`src/rtl/pipe_ctrl.sv`:
```
// rtl/pipe_ctrl.sv - stall/flush/valid controller for the 5-stage LC-3b pipeline
// Optional stall/flush counters: define PIPE_CTRL_PERF_EN.
module pipe_ctrl (
  input  logic        clk,
  input  logic        reset,
  input  logic        imem_resp,
  input  logic        dmem_req,
  input  logic        dmem_resp,
  input  logic        br_taken,
  input  logic [15:0] id_ir,
  input  logic        ex_is_load,
  input  logic [2:0]  ex_dest,
  output logic        pc_load,
  output logic        if_id_load,
  output logic        id_ex_load,
  output logic        ex_mem_load,
  output logic        mem_wb_load,
  output logic        if_id_valid,
  output logic        id_ex_valid,
  output logic        ex_mem_valid,
  output logic        mem_wb_valid
`ifdef PIPE_CTRL_PERF_EN
  ,
  output logic [15:0] perf_dstall,
  output logic [15:0] perf_istall,
  output logic [15:0] perf_bubble,
  output logic [15:0] perf_flush
`endif
);

  typedef enum logic [2:0] {
    C_DSTALL, C_BR_WAIT, C_FLUSH, C_LUH, C_IWAIT, C_RUN
  } cond_e;

  cond_e      cond;
  logic       v_ifid, v_idex, v_exmem, v_memwb;
  logic       n_ifid, n_idex, n_exmem, n_memwb;
  logic       dstall, brx, luh;
  logic       use_sr1, use_sr2, use_sr;
  logic [3:0] opcode;
  logic       unused_ir_bits;

  assign opcode         = id_ir[15:12];
  assign unused_ir_bits = ^id_ir[4:3];

  always_comb begin
    use_sr1 = 1'b0;
    use_sr2 = 1'b0;
    use_sr  = 1'b0;
    case (opcode)
      4'b0001, 4'b0101: begin
        use_sr1 = 1'b1;
        use_sr2 = ~id_ir[5];
      end
      4'b1001, 4'b0010, 4'b0110, 4'b1010, 4'b1100, 4'b1101: use_sr1 = 1'b1;
      4'b0011, 4'b0111, 4'b1011: begin
        use_sr1 = 1'b1;
        use_sr  = 1'b1;
      end
      4'b0100: use_sr1 = ~id_ir[11];
      default: ;
    endcase
  end

  assign dstall = v_exmem & dmem_req & ~dmem_resp;
  assign brx    = v_exmem & br_taken;
  assign luh    = v_ifid & v_idex & ex_is_load &
                  ((use_sr1 & (id_ir[8:6]  == ex_dest)) |
                   (use_sr2 & (id_ir[2:0]  == ex_dest)) |
                   (use_sr  & (id_ir[11:9] == ex_dest)));

  always_comb begin
    if (dstall)                  cond = C_DSTALL;
    else if (brx && !imem_resp)  cond = C_BR_WAIT;
    else if (brx)                cond = C_FLUSH;
    else if (luh)                cond = C_LUH;
    else if (!imem_resp)         cond = C_IWAIT;
    else                         cond = C_RUN;
  end

  always_comb begin
    pc_load     = 1'b0;
    if_id_load  = 1'b0;
    id_ex_load  = 1'b0;
    ex_mem_load = 1'b0;
    mem_wb_load = 1'b0;
    n_ifid      = v_ifid;
    n_idex      = v_idex;
    n_exmem     = v_exmem;
    n_memwb     = v_memwb;
    case (cond)
      C_DSTALL, C_BR_WAIT: ;
      C_FLUSH: begin
        {pc_load, if_id_load, id_ex_load, ex_mem_load, mem_wb_load} = 5'b11111;
        {n_ifid, n_idex, n_exmem, n_memwb} = 4'b0001;
      end
      C_LUH: begin
        {id_ex_load, ex_mem_load, mem_wb_load} = 3'b111;
        n_idex  = 1'b0;
        n_exmem = v_idex;
        n_memwb = v_exmem;
      end
      C_IWAIT: begin
        // IF/ID moves on even without a new fetch, so it must be marked empty
        {id_ex_load, ex_mem_load, mem_wb_load} = 3'b111;
        n_ifid  = 1'b0;
        n_idex  = v_ifid;
        n_exmem = v_idex;
        n_memwb = v_exmem;
      end
      default: begin
        {pc_load, if_id_load, id_ex_load, ex_mem_load, mem_wb_load} = 5'b11111;
        n_ifid  = 1'b1;
        n_idex  = v_ifid;
        n_exmem = v_idex;
        n_memwb = v_exmem;
      end
    endcase
    if (reset) begin
      {pc_load, if_id_load, id_ex_load, ex_mem_load, mem_wb_load} = 5'b00000;
    end
  end

  always_ff @(posedge clk) begin
    if (reset) begin
      {v_ifid, v_idex, v_exmem, v_memwb} <= 4'b0000;
    end else begin
      {v_ifid, v_idex, v_exmem, v_memwb} <= {n_ifid, n_idex, n_exmem, n_memwb};
    end
  end

  assign if_id_valid  = v_ifid;
  assign id_ex_valid  = v_idex;
  assign ex_mem_valid = v_exmem;
  assign mem_wb_valid = v_memwb;

`ifdef PIPE_CTRL_PERF_EN
  always_ff @(posedge clk) begin
    if (reset) begin
      perf_dstall <= 16'h0000;
      perf_istall <= 16'h0000;
      perf_bubble <= 16'h0000;
      perf_flush  <= 16'h0000;
    end else begin
      if (cond == C_DSTALL && perf_dstall != 16'hFFFF) perf_dstall <= perf_dstall + 16'd1;
      if ((cond == C_BR_WAIT || cond == C_IWAIT) && perf_istall != 16'hFFFF)
        perf_istall <= perf_istall + 16'd1;
      if (cond == C_LUH && perf_bubble != 16'hFFFF) perf_bubble <= perf_bubble + 16'd1;
      if (cond == C_FLUSH && perf_flush != 16'hFFFF) perf_flush <= perf_flush + 16'd1;
    end
  end
`endif

endmodule

```
`config.mk`:
```
export PLATFORM = sky130hd
export DESIGN_NAME = pipe_ctrl
export DESIGN_NICKNAME = d
export VERILOG_FILES = /design/src/rtl/pipe_ctrl.sv
export SDC_FILE = /design/constraint.sdc
export NUM_CORES = 1
export LEC_CHECK = 0
export CORE_MARGIN = 5
export CORE_UTILIZATION = 27
export CTS_CLUSTER_SIZE = 16
export DETAILED_ROUTE_END_ITERATION = 10
export GPL_TIMING_DRIVEN = 0
export PLACE_DENSITY = 0.77
export SLEW_MARGIN = 20
export SYNTH_ARGS = -nofsm -noshare
export SYNTH_HDL_FRONTEND = slang
export SYNTH_SLANG_ARGS = --single-unit
```
`constraint.sdc`:
```
create_clock -name clk -period 1.2 [get_ports clk]
set_input_delay 0.12 -clock clk [delete_from_list [all_inputs] [get_ports clk]]
set_output_delay 0.12 -clock clk [all_outputs]
set_load 0.02 [all_outputs]
```
==> results of run 1 <==
-- worst max-delay path: stages --
cell and delay (ps):
buf_8 100, nand2b_4 140, a211oi_4 220, o221a_4 240, nor3_4 50, a2111oi_4 210
buf_4 170, buf_6 100
-- kinds of logic after synthesis --
group | count (synthesis)
AOI/OAI and AO/OA | 8
buffers and inverters | 4
xor gates and xnor gates | 9
DFF | 4
and+or+nand+nor | 26
-- final cells by class --
cell class	count	area share, %
timing repair buffer	39	38.0
inverter	1	0.419
sequential	4	9.36
multi-input combinational	43	45.4
tap	16	2.23
clock buffer	3	2.51
buffer	2	2.09
-- per-layer routing --
| metal | share of wire, % | GRT usage [%] | vias to the layer above |
|---|---|---|---|
| met2 | 45 | 21.3 | 41 |
| met4 | 6.7 | 11.2 | 0 |
| met3 | 13 | 6.44 | 10 |
| li1 | - | - | 261 |
| met1 | 34 | 10.7 | 229 |
| met5 | 0 | 0 | - |
-- sequential cells by signal, summed over array words and instances, names as in the netlist --
register / flops
ex_mem_valid: 1
id_ex_valid: 1
if_id_valid: 1
mem_wb_valid: 1
-- metrics by stage --
step	total power, mW	instance area, sq um
3_3_place_gp	0.389	769
3_5_place_dp	0.394	769
2_1_floorplan	0.256	429
6_report	0.597	896
4_1_cts	0.584	847
5_1_grt	0.628	896
-- Yosys cell counts --
library cell,count,share of area (%)
xnor2_1,9,20
nor2_1,6,5.6
nand2_1,5,4.7
dfxtp_1,4,20
buf_4,3,5.6
nand4_1,3,4.7
nor2b_1,3,4.7
o21ai_0,3,3.7
nor3_1,2,2.5
nor3b_1,2,3.7
o21a_1,2,3.7
a2111oi_2,1,3.7
a211oi_2,1,3.1
inv_1,1,0.93
nand2b_1,1,1.6
nand2b_4,1,3.4
nand3_1,1,1.2
nor3_2,1,2.5
nor4b_1,1,2.2
o221a_2,1,2.8
-- power breakdown --
group / switching, mW / internal (mW) / leakage [nW] / total (mW)
combinational: 0.119 / 0.156 / 0.362 / 0.275
clock: 0.0618 / 0.112 / 0.0138 / 0.174
sequential: 0.00783 / 0.140 / 0.0336 / 0.148
-- worst paths after layout --
kind                                      to  slack [ps]  cells after the start
worst min register to register  mem_wb_valid         490                      2
worst min-delay path             if_id_valid         420                      4
worst max register to register   if_id_valid          70                      7
worst max-delay path                 pc_load        -270                      8
-- what timing repair did --
| item | 4_1_cts | 5_1_grt |
|---|---|---|
| setup endpoints to repair | 12 | 7 |
| cloned | 0 | 0 |
| pin swaps | 15 | 15 |
| setup buffers | 4 | 3 |
| gates resized for setup | 108 | 14 |
| hold buffers | 0 | 0 |
==> impl_metrics.ini, run 1 <==
[timing]
finalSetupViolCount = 5
skew_ps = 10.2
finalCriticalPeriod_ps = 1470
whs_ps = 419
timing.fmax_mhz = 679
fin_setup_tns_ps = -746
drv_slew = 0
hold_violations = 0
fin_ws_ps = -273
relSlewSlack_pct = 76.2
worst_slew_pin_slew_ps = 357
fin_crit_sh_pct = 123
rsz0062_at_grt = true

[global_routing]
antenna_found_initial = 0
grt_first_pass_wirelength_um = 2270
grt-ovfl-total = 0
track_usage_pct = 12.7
grt_pass1_vias = 534
grt_max_degree = 8

[placed_design]
place_ws_ps = -1120
gp_congestion = 0.800
portBuffers = 32
dp_cells = 99

[setup_path]
start_kind = input pin
crit_start = id_ir[15]
r2r-start = ex_mem_valid
cp-end-kind = output port
critPathMaxFanout = 4
critPathArrivalTime_ps = 1350
required_ps = 1080
crit_type = in2out

[floorplan]
coreArea_sq_mm = 0.00145
die_w_um = 48.6
io_pins = 35
rows = 14
die_y_um = 48.6
initial_utilization_pct = 27.6
dieArea_sq_mm = 0.00236

[outcome]
violations = setup timing
status = complete, but fails checks

[route]
drt-wirelength-per-cell_um = 13.5
viasPerCell = 5.01
drt-pass1-iter-count = 2
num_vias = 541
drtAntennaViolNets = 0
wirelength_um = 1460
drc = 0
drt_iter0_markers = 2

[cells_and_area]
stdcell_count = 108
final_layout_size_suffix_gt1_share_pct = 48.9
finalNetCount = 120
final_util_pct = 61.6
multi_input_area_sq_um = 407
seq_area_sq_um = 83.8
layout_common_cells = buf_6, dlygate4sd2_1, buf_4, buf_2, nor2_1
final_common_cell = buf_6
insertedDiodeCount = 0
fill_cells = 138
area_delta_synth_final_pct = 123

[min_path]
hp-start = imem_resp
min_path_type = in2reg

[clock_tree]
cts-root-buf = clkbuf_4
cts_tree = done
cts_num_sinks = 4
ctsLongestPathBuffers = 2
clk_latency_ps = 240
htree_num_levels = 1
path_clk_slew_ps = 40
cts_buffers = 3

[logic_synthesis]
syn_nets = 77
synth_xor_area_share_pct = 19.6
ys_types = 20
synth_fa_ha_area_share_pct = 0
synth_top_family_by_area = simple AND/OR/NAND/NOR gates
synth_compound_area_share_pct = 17.1
syn_inst = 51
synth-simple-area-share_pct = 36.8
synth.mux.area_fraction_pct = 0
syn_area_sq_um = 402
yosys_register_bits = 4
ys.warnings.count = 0
synth-seq-area-share_pct = 19.9
syn_area_per_cell_sq_um = 7.88

[power_and_ir_drop]
power_density_mw_per_mm2 = 666
peakVddDrop_mv = 0.387
p_leak_nw = 0.409

[flow_run]
cap_viol_max_count = 0
Note: power is estimated with default switching activity, not from simulation.
==> inputs of run 2 (changes only) <==
GPL_ROUTABILITY_DRIVEN = 0   (was unset)
SETUP_SLACK_MARGIN = 0.5   (was unset)
==> run 2 against run 1 <==
  * The run still ends with setup timing left
  * Routed wire length up 5.0%
  * Final area rose by 5.0%
  * Cell count rose by 4.6%
  * Flip-flop and latch count did not move
  * Global-route usage grew 1.1 points
  * Critical path type unchanged
  * Critical endpoint unchanged
==> impl_metrics.ini, run 2 (synthesis gave the netlist of run 1 again) <==
[route]
drt_iter0_markers = 5
drt-pass1-iter-count = 4
drtAntennaViolNets = 0
viasPerCell = 4.93
drc = 0
drt-wirelength-per-cell_um = 13.6
wirelength_um = 1530
num_vias = 557

[cells_and_area]
insertedDiodeCount = 0
area_delta_synth_final_pct = 134
fill_cells = 144
final_common_cell = buf_6
finalNetCount = 124
final_layout_size_suffix_gt1_share_pct = 59.8
layout_common_cells = buf_6, buf_2, dlygate4sd2_1, xnor2_1, nand2_1

[outcome]
violations = setup timing
status = complete, but fails checks

[global_routing]
grt_pass1_vias = 608
track_usage_pct = 13.8
met1_usage_pct = 11.7
met3_usage_pct = 6.75
top_usage_layer = met2
grt-ovfl-total = 0
grt_util_met2_pct = 25.9
grt_max_degree = 8
antenna_found_initial = 0
grt_first_pass_wirelength_um = 2550

[min_path]
min_path_type = in2reg
min_to = if_id_valid
hp-start = imem_resp
min_path_cells = 4

[setup_path]
critPathMaxStageDelay_ps = 300
cp-end-kind = output port
crit_type = in2out
slowest_stage = o221a_4
ff2ff_path_depth = 9
r2r-start = ex_mem_valid
worstPathCellList = buf_2, xnor2_2, nand4_1, o221a_4, nor3_4, a2111oi_4, buf_4, buf_6
critPathMaxFanout = 3
critPathArrivalTime_ps = 1350
required_ps = 1080
worst-r2r-setup-slack_ps = -50
crit_start = ex_dest[2]
r2r-end = if_id_valid
start_kind = input pin

[timing]
fin_setup_tns_ps = -1160
skew_ps = 5.62
worst_slew_pin_slew_ps = 377
finalSetupViolCount = 7
drv_slew = 0
whs_ps = 444
relSlewSlack_pct = 74.9
fin_crit_sh_pct = 122
finalCriticalPeriod_ps = 1470
rsz0062_at_grt = true
fin_ws_ps = -270
timing.fmax_mhz = 680
hold_violations = 0

[clock_tree]
htree_num_levels = 1
cts_num_sinks = 4
ctsLongestPathBuffers = 2
cts-root-buf = clkbuf_4
path_clk_slew_ps = 40
clk_latency_ps = 240
cts_tree = done
cts_buffers = 3
hold_buffers = 0

[flow_run]
cap_viol_max_count = 0

[floorplan]
rows = 14
coreArea_sq_mm = 0.00145
die_y_um = 48.6
initial_utilization_pct = 27.6
die_w_um = 48.6
dieArea_sq_mm = 0.00236
io_pins = 35

[placed_design]
portBuffers = 32
place_ws_ps = -1150
hpwl_um = 1070

[power_and_ir_drop]
peakVddDrop_mv = 0.336
power_density_mw_per_mm2 = 657
p_leak_nw = 0.428
==> run 2: changes by cell type in the layout (fill, tap and decap cells not counted), sizes merged <==
| cell | delta |
|---|---|
| buf | +8 |
| clkbuf | +2 |
| clkdlybuf4s15 | -4 |
| dlygate4sd2 | -1 |
==> run 2: worst max-delay path: cells and delay by family <==
kind	cells	cell delay [ps]
buffers and inverters	3	410
AO/OA/AOI/OAI	2	360
AND/OR/NAND/NOR	2	310
XOR/XNOR	1	160
==> run 2: report_power, final <==
group / switching (mW) / internal, mW / total (mW)
registers: 0.00895 / 0.138 / 0.147
logic: 0.123 / 0.163 / 0.287
clock network: 0.0592 / 0.125 / 0.184
==> run 2: timing repair <==
item / 4_1_cts / 5_1_grt
buffers inserted: 8 / 2
gates resized for setup: 125 / 11
pin swaps: 16 / 9
endpoints found under the setup margin: 13 / 13
==> run 2: routing by layer <==
metal	share of wire, %	vias to the layer above	routed length [um]
li1	-	270	-
met1	35	246	533
met2	50	37	771
met3	13	4	203
met4	1.7	0	26
met5	0	-	0
==> run 2: worst max path at each step <==
stage	slack (ps)	cells past startpoint	to
detailed placement	-1150	8	pc_load
floorplan	-190	6	pc_load
global route	-330	8	pc_load
CTS	-350	8	pc_load
global placement	-1130	8	pc_load
finish	-270	8	pc_load
==> run 2: final cells by class <==
class	instances	area, sq um	share of cell area, %
Multi-Input combinational cell	43	407	43.2
Timing Repair Buffer	42	362	38.4
Sequential cell	4	92.6	9.84
Buffer	3	30.0	3.19
Clock buffer	4	26.3	2.79
Tap cell	16	20.0	2.13
Inverter	1	3.75	0.399
==> run 2: stage by stage <==
stage | power, mW | area (sq um) | std cells | util [%]
floorplan | 0.262 | 454 | 51 | -
global placement | 0.396 | 795 | 99 | 54.6
detailed placement | 0.401 | 795 | 99 | 54.6
CTS | 0.622 | 910 | 111 | 62.6
global route | 0.662 | 941 | 113 | 64.7
finish | 0.618 | 941 | 113 | 64.7
==> edit 1, RTL diff (config.mk and constraints of run 2) <==
Put a register stage on the outputs `if_id_valid`, `id_ex_valid`, `ex_mem_valid` and `mem_wb_valid`, cleared by the reset. The values now appear one clock later. The other outputs are not delayed to match.
--- a/src/rtl/pipe_ctrl.sv
+++ b/src/rtl/pipe_ctrl.sv
@@ -129,10 +129,19 @@
     end
   end
 
-  assign if_id_valid  = v_ifid;
-  assign id_ex_valid  = v_idex;
-  assign ex_mem_valid = v_exmem;
-  assign mem_wb_valid = v_memwb;
+  always_ff @(posedge clk) begin
+    if (reset) begin
+      if_id_valid  <= '0;
+      id_ex_valid  <= '0;
+      ex_mem_valid <= '0;
+      mem_wb_valid <= '0;
+    end else begin
+      if_id_valid  <= v_ifid;
+      id_ex_valid  <= v_idex;
+      ex_mem_valid <= v_exmem;
+      mem_wb_valid <= v_memwb;
+    end
+  end
 
 `ifdef PIPE_CTRL_PERF_EN
   always_ff @(posedge clk) begin
Behaviour: not the same (Yosys sat finds a counterexample within 4 cycles, from zero or initial values and one cycle with reset high).
==> edit 1 against run 2 <==
The flow still finishes with violations (setup timing). Die area rose by 15%. Sequential share of layout area is 6.8 points higher. Total power is 16% higher. Sequential cell count is 4 higher. Non-clock buffer count is 1 lower. Critical path depth unchanged. Worst setup slack better by 0.0020 ns. Final area is 8.0% higher. Maximum frequency increased by 0.14%. Via count down 1.1%. First-iteration DRC count is 20% higher. Area after synthesis increased by 19%. Routed wire length down 8.0%. Clock power up 9%. Critical endpoint unchanged.
==> edit 1: results (changes against run 2) <==
Run status
  • Status: complete, but fails checks
  • Violations in the final reports: setup timing

Critical path
  • Reg-to-reg startpoint: v_idex
  • Largest incremental delay on the critical path: 0.27 ns (-0.03 ns)
  • Endpoint of the worst register-to-register path: v_ifid
  • Cell with the largest stage delay on the worst path: a31oi_4
  • Register-to-register setup slack: 0.06 ns (+0.11 ns)
  • Critical-path maximum fanout: 3 (unchanged)
  • Count of cells along the worst register-to-register path: 6 (-3)

Logic synthesis
  • Count of cell types in the netlist: 21 (+5.0%)
  • Fraction of the mapped netlist area in compound gates: 21.3% (+4.1 points)
  • XOR/XNOR share of the synthesized area: 16.5% (-3.1 points)
  • Avg Cell Area, Syn: 8.99 um2 (+14%)
  • Net count of the mapped netlist: 79 (+2.6%)
  • Warnings from Yosys: 0 (unchanged)
  • Share of synthesized flip-flops with an asynchronous set or reset: 0% (unchanged)
  • Leading post-synthesis cells by cell area: dfxtp_1 (34%), xnor2_1 (15%), nor2b_1 (7.9%)
  • Sequential fraction of the synthesis area: 33.6% (+14 points)

Pwr
  • Switching pwr: 0.191 mW (-0.56%)
  • Worst voltage drop across the vdd grid: 0.000326 V (-2.8%)
  • Part of the total power dissipated in the clock network: 28.2% (-1.6 points)
  • P_leak: 0.433 nW (+1.1%)
  • Proportion of power drawn by combinational gates: 32.4% (-14 points)

Timing
  • Sum Neg Setup Slack: -0.806 ns (+0.358 ns)
  • Max-Slew Margin vs Limit: 72.8% (-2.0 points)
  • Minimum setup slack in the final design: -0.268 ns (+0.00201 ns)
  • Finish-stage setup viols: 6 (-1)
  • Worst hold slack: 0.394 ns (-0.0497 ns)
  • Maximum clock skew at final layout: 0.00363 ns (-0.00199 ns)

Drt
  • Number of optimization iterations in the first detailed-route pass: 3 (-1)
  • Wire length reported by the detailed router: 1.41 mm (-8.0%)
  • Count of routing violations after the opening detailed-route iteration: 6 (+1)
  • Average via count per standard cell: 4.52 (-8.4%)
  • DR vias: 551 (-1.1%)

Place
  • Cell total after placement: 110 (+11%)
  • Post-detailed-placement cell area: 892 um2 (+12%)
  • Setup WS pre-CTS: -1.12 ns (+0.0259 ns)

Min path
  • Worst hold start: br_taken
  • Worst hold endpoint: v_exmem

Layout
  • Number of nets at the end of the flow: 125 (+0.81%)
  • Ratio of cells with drive above 1 in the final layout: 47.4% (-12 points)

Clock tree
  • Setup Fix Bufs, Post-CTS: 7 (-1)
  • Total of cells resized after clock tree synthesis: 99 (-21%)

GRT
  • Wire length of the first global-routing pass: 2.21 mm (-13%)
  • Largest net degree at the start of global routing: 9 (+1)
  • Number of global-route vias before repair: 601 (-1.2%)
  • Overall track demand over capacity in global routing: 11.2% (-2.6 points)
==> edit 1: worst max-delay path by stage <==
stage / from / end / slack [ns] / cells after the start
4_1_cts: id_ir[15] / pc_load / -0.30 / 8
6_report: id_ir[15] / pc_load / -0.27 / 8
3_5_place_dp: id_ir[15] / pc_load / -1.12 / 8
3_3_place_gp: id_ir[15] / pc_load / -1.12 / 8
5_1_grt: id_ir[15] / pc_load / -0.30 / 8
2_1_floorplan: id_ir[15] / pc_load / -0.14 / 6
==> edit 1: tightest hold or removal path: stages <==
cell           delay (ns)
dlygate4sd2_1        0.24
nand2_2              0.11
nand2_1              0.08
a21oi_1              0.05
==> edit 1: routing by layer <==
layer,wire length (um),GRT usage [%]
met5,0,0
met2,807,22.6
met1,435,7.64
met4,0,6.11
met3,167,6.30
==> edit 1: final cells by class <==
type,count,area [um2]
Buffer,3,33.8
Clock buffer,3,22.5
Fill cell,166,692
Inverter,1,3.75
Multi-Input combinational cell,41,364
Sequential cell,8,169
Tap cell,25,31.3
Timing Repair Buffer,41,392
==> edit 2, RTL diff (settings of run 2) <==
Without the edit above. Build with the macro `PIPE_CTRL_PERF_EN` defined.
--- a/src/rtl/pipe_ctrl.sv
+++ b/src/rtl/pipe_ctrl.sv
@@ -1,5 +1,7 @@
 // rtl/pipe_ctrl.sv - stall/flush/valid controller for the 5-stage LC-3b pipeline
 // Optional stall/flush counters: define PIPE_CTRL_PERF_EN.
+`define PIPE_CTRL_PERF_EN
+
 module pipe_ctrl (
   input  logic        clk,
   input  logic        reset,
Behaviour (old outputs only; new: perf_bubble, perf_dstall, perf_flush and perf_istall): unchanged (equiv_simple and equiv_induct, registers matched by name and starting in step).
==> edit 2 against run 2 <==
The flow still finishes with violations (setup timing). Critical path depth down 1. Synthesized cell count rose to 7.9 times the old value. Register-to-register slack worse by 0.67 ns. Critical path type is now reg2reg. Non-clock buffer count up 137. Utilization down 11 points. Worst setup slack worse by 0.46 ns. Area after synthesis rose to 8.5 times the old value. Routed wire length rose to 8.2 times the old value. Sequential cell count up 64. Highest routed layer is now met5. Clock skew down 0.0015 ns. Critical endpoint is now perf_bubble[3]. Final area rose to 7.1 times the old value. Total power rose to 9.2 times the old value. Count of clock-buffer cells in the layout up 9.
==> edit 2: results (changes against run 2) <==
Clock tree
  • Later-pin clock latency in the skew report: 0.34 ns (+0.10 ns)
  • Inserted Clock Buffers: 9 (+6)
  • Maximum level of the CTS H-tree: 3 (+2)
  • Clock Root Buffer: clkbuf_16

GRT
  • Largest net degree at the start of global routing: 12 (+4)
  • Wire length of the first global-routing pass: 18.7 mm (+630%)
  • Number of global-route vias before repair: 3764 (+520%)

Layout
  • Number of nets at the end of the flow: 611 (+390%)
  • Ratio of cells with drive above 1 in the final layout: 60.8% (+0.96 points)

Timing
  • Maximum clock skew at final layout: 0.00414 ns (-0.00148 ns)
  • Minimum setup slack in the final design: -0.725 ns (-0.455 ns)
  • Finish-stage setup viols: 74 (+67)
  • Sum Neg Setup Slack: -36.55 ns (-35.38 ns)
  • Worst-margin pin slew: 0.633 ns (+0.257 ns)

Logic synthesis
  • Post-Synthesis Cells: 403 (+690%)
  • Post-synthesis adder-cell area fraction: 1.47% (+1.5 points)
  • Post-synth top cells: dfxtp_1 (68), nor2_1 (54), nand2_1 (33)
  • Leading post-synthesis cells by cell area: dfxtp_1 (40%), xnor2_1 (6.4%), nor2_1 (6.0%)
  • Sequential fraction of the synthesis area: 40.0% (+20 points)
  • Count of cell types in the netlist: 47 (+140%)

Run status
  • Status: complete, but fails checks
  • Violations in the final reports: setup timing

Pwr
  • Worst voltage drop across the vdd grid: 0.000703 V (+110%)
  • P_leak: 2.55 nW (+500%)

Critical path
  • Endpoint of the worst register-to-register path: perf_bubble[3]
  • Crit path max-delay family: simple AND/OR/NAND/NOR gates
  • Timing startpoint of the critical path: perf_bubble[1]
  • Startpoint-to-endpoint class of the critical path: reg2reg
  • Largest incremental delay on the critical path: 0.40 ns (+0.10 ns)
  • Count of cells along the worst register-to-register path: 7 (-2)
  • Worst path arrival time: 2.14 ns (+0.79 ns)

Place
  • Detailed placement HPWL: 7.74 mm (+620%)
  • Port Buf Inserts: 95 (+200%)
  • Setup WS pre-CTS: -1.44 ns (-0.290 ns)
  • Post-detailed-placement cell area: 0.00506 mm2 (+540%)

Drt
  • Wire length reported by the detailed router: 12.5 mm (+720%)
edit 2: cell count changes after synthesis, sizes merged, moves of 13 or more:
cell          run 2  this run
a21oi             0        20
dfxtp             4        68
nand2             5        33
nand3             1        28
nand4             3        19
nor2              6        55
o21ai             3        18
or3               0        13
xnor2             9        25
xor2              0        23
edit 2: power groups by stage:
stage / clock network [mW] / registers (mW) / logic, mW
after floorplan: 0 / 2.32 / 0.221
after global placement: 0 / 2.31 / 0.428
after detailed placement: 0 / 2.31 / 0.435
after CTS: 2.92 / 2.19 / 0.548
after global routing: 3.04 / 2.17 / 0.638
final: 2.90 / 2.17 / 0.601
edit 2: layout make-up:
| type | count | area [um2] |
|---|---|---|
| multi-input cells | 312 | 2620 |
| plain buffers | 15 | 165 |
| inverters | 8 | 30.0 |
| well taps | 172 | 215 |
| clock buffers | 13 | 292 |
| repair buffers | 167 | 1760 |
| flip-flops and latches | 68 | 1600 |
| fillers | 1045 | 5740 |
| clock inverters | 3 | 40.0 |
edit 2: layer usage:
layer | part of all wire, % | routed length (um) | GRT usage [%]
met4 | 2.0 | 252 | 4.69
met1 | 41 | 5090 | 18.3
met2 | 53 | 6620 | 27.7
met5 | 0.056 | 7 | 0
met3 | 4.3 | 535 | 4.38
edit 2: worst min-delay path by stage:
stage / start / endpoint / slack, ns / cells past startpoint
after global routing: reset / perf_bubble[7] / 0.22 / 3
after detailed placement: perf_dstall[12] / perf_dstall[12] / 0.47 / 1
final: reset / perf_bubble[7] / 0.19 / 3
after CTS: reset / perf_bubble[7] / 0.19 / 3
after floorplan: imem_resp / if_id_valid / 0.28 / 2
after global placement: perf_dstall[12] / perf_dstall[12] / 0.46 / 1
edit 2: repair_timing:
item,in CTS,in global routing
pin swaps,68,26
buffers inserted,37,33
resized for setup,606,69
gates cloned,1,1
setup endpoints to repair,141,141
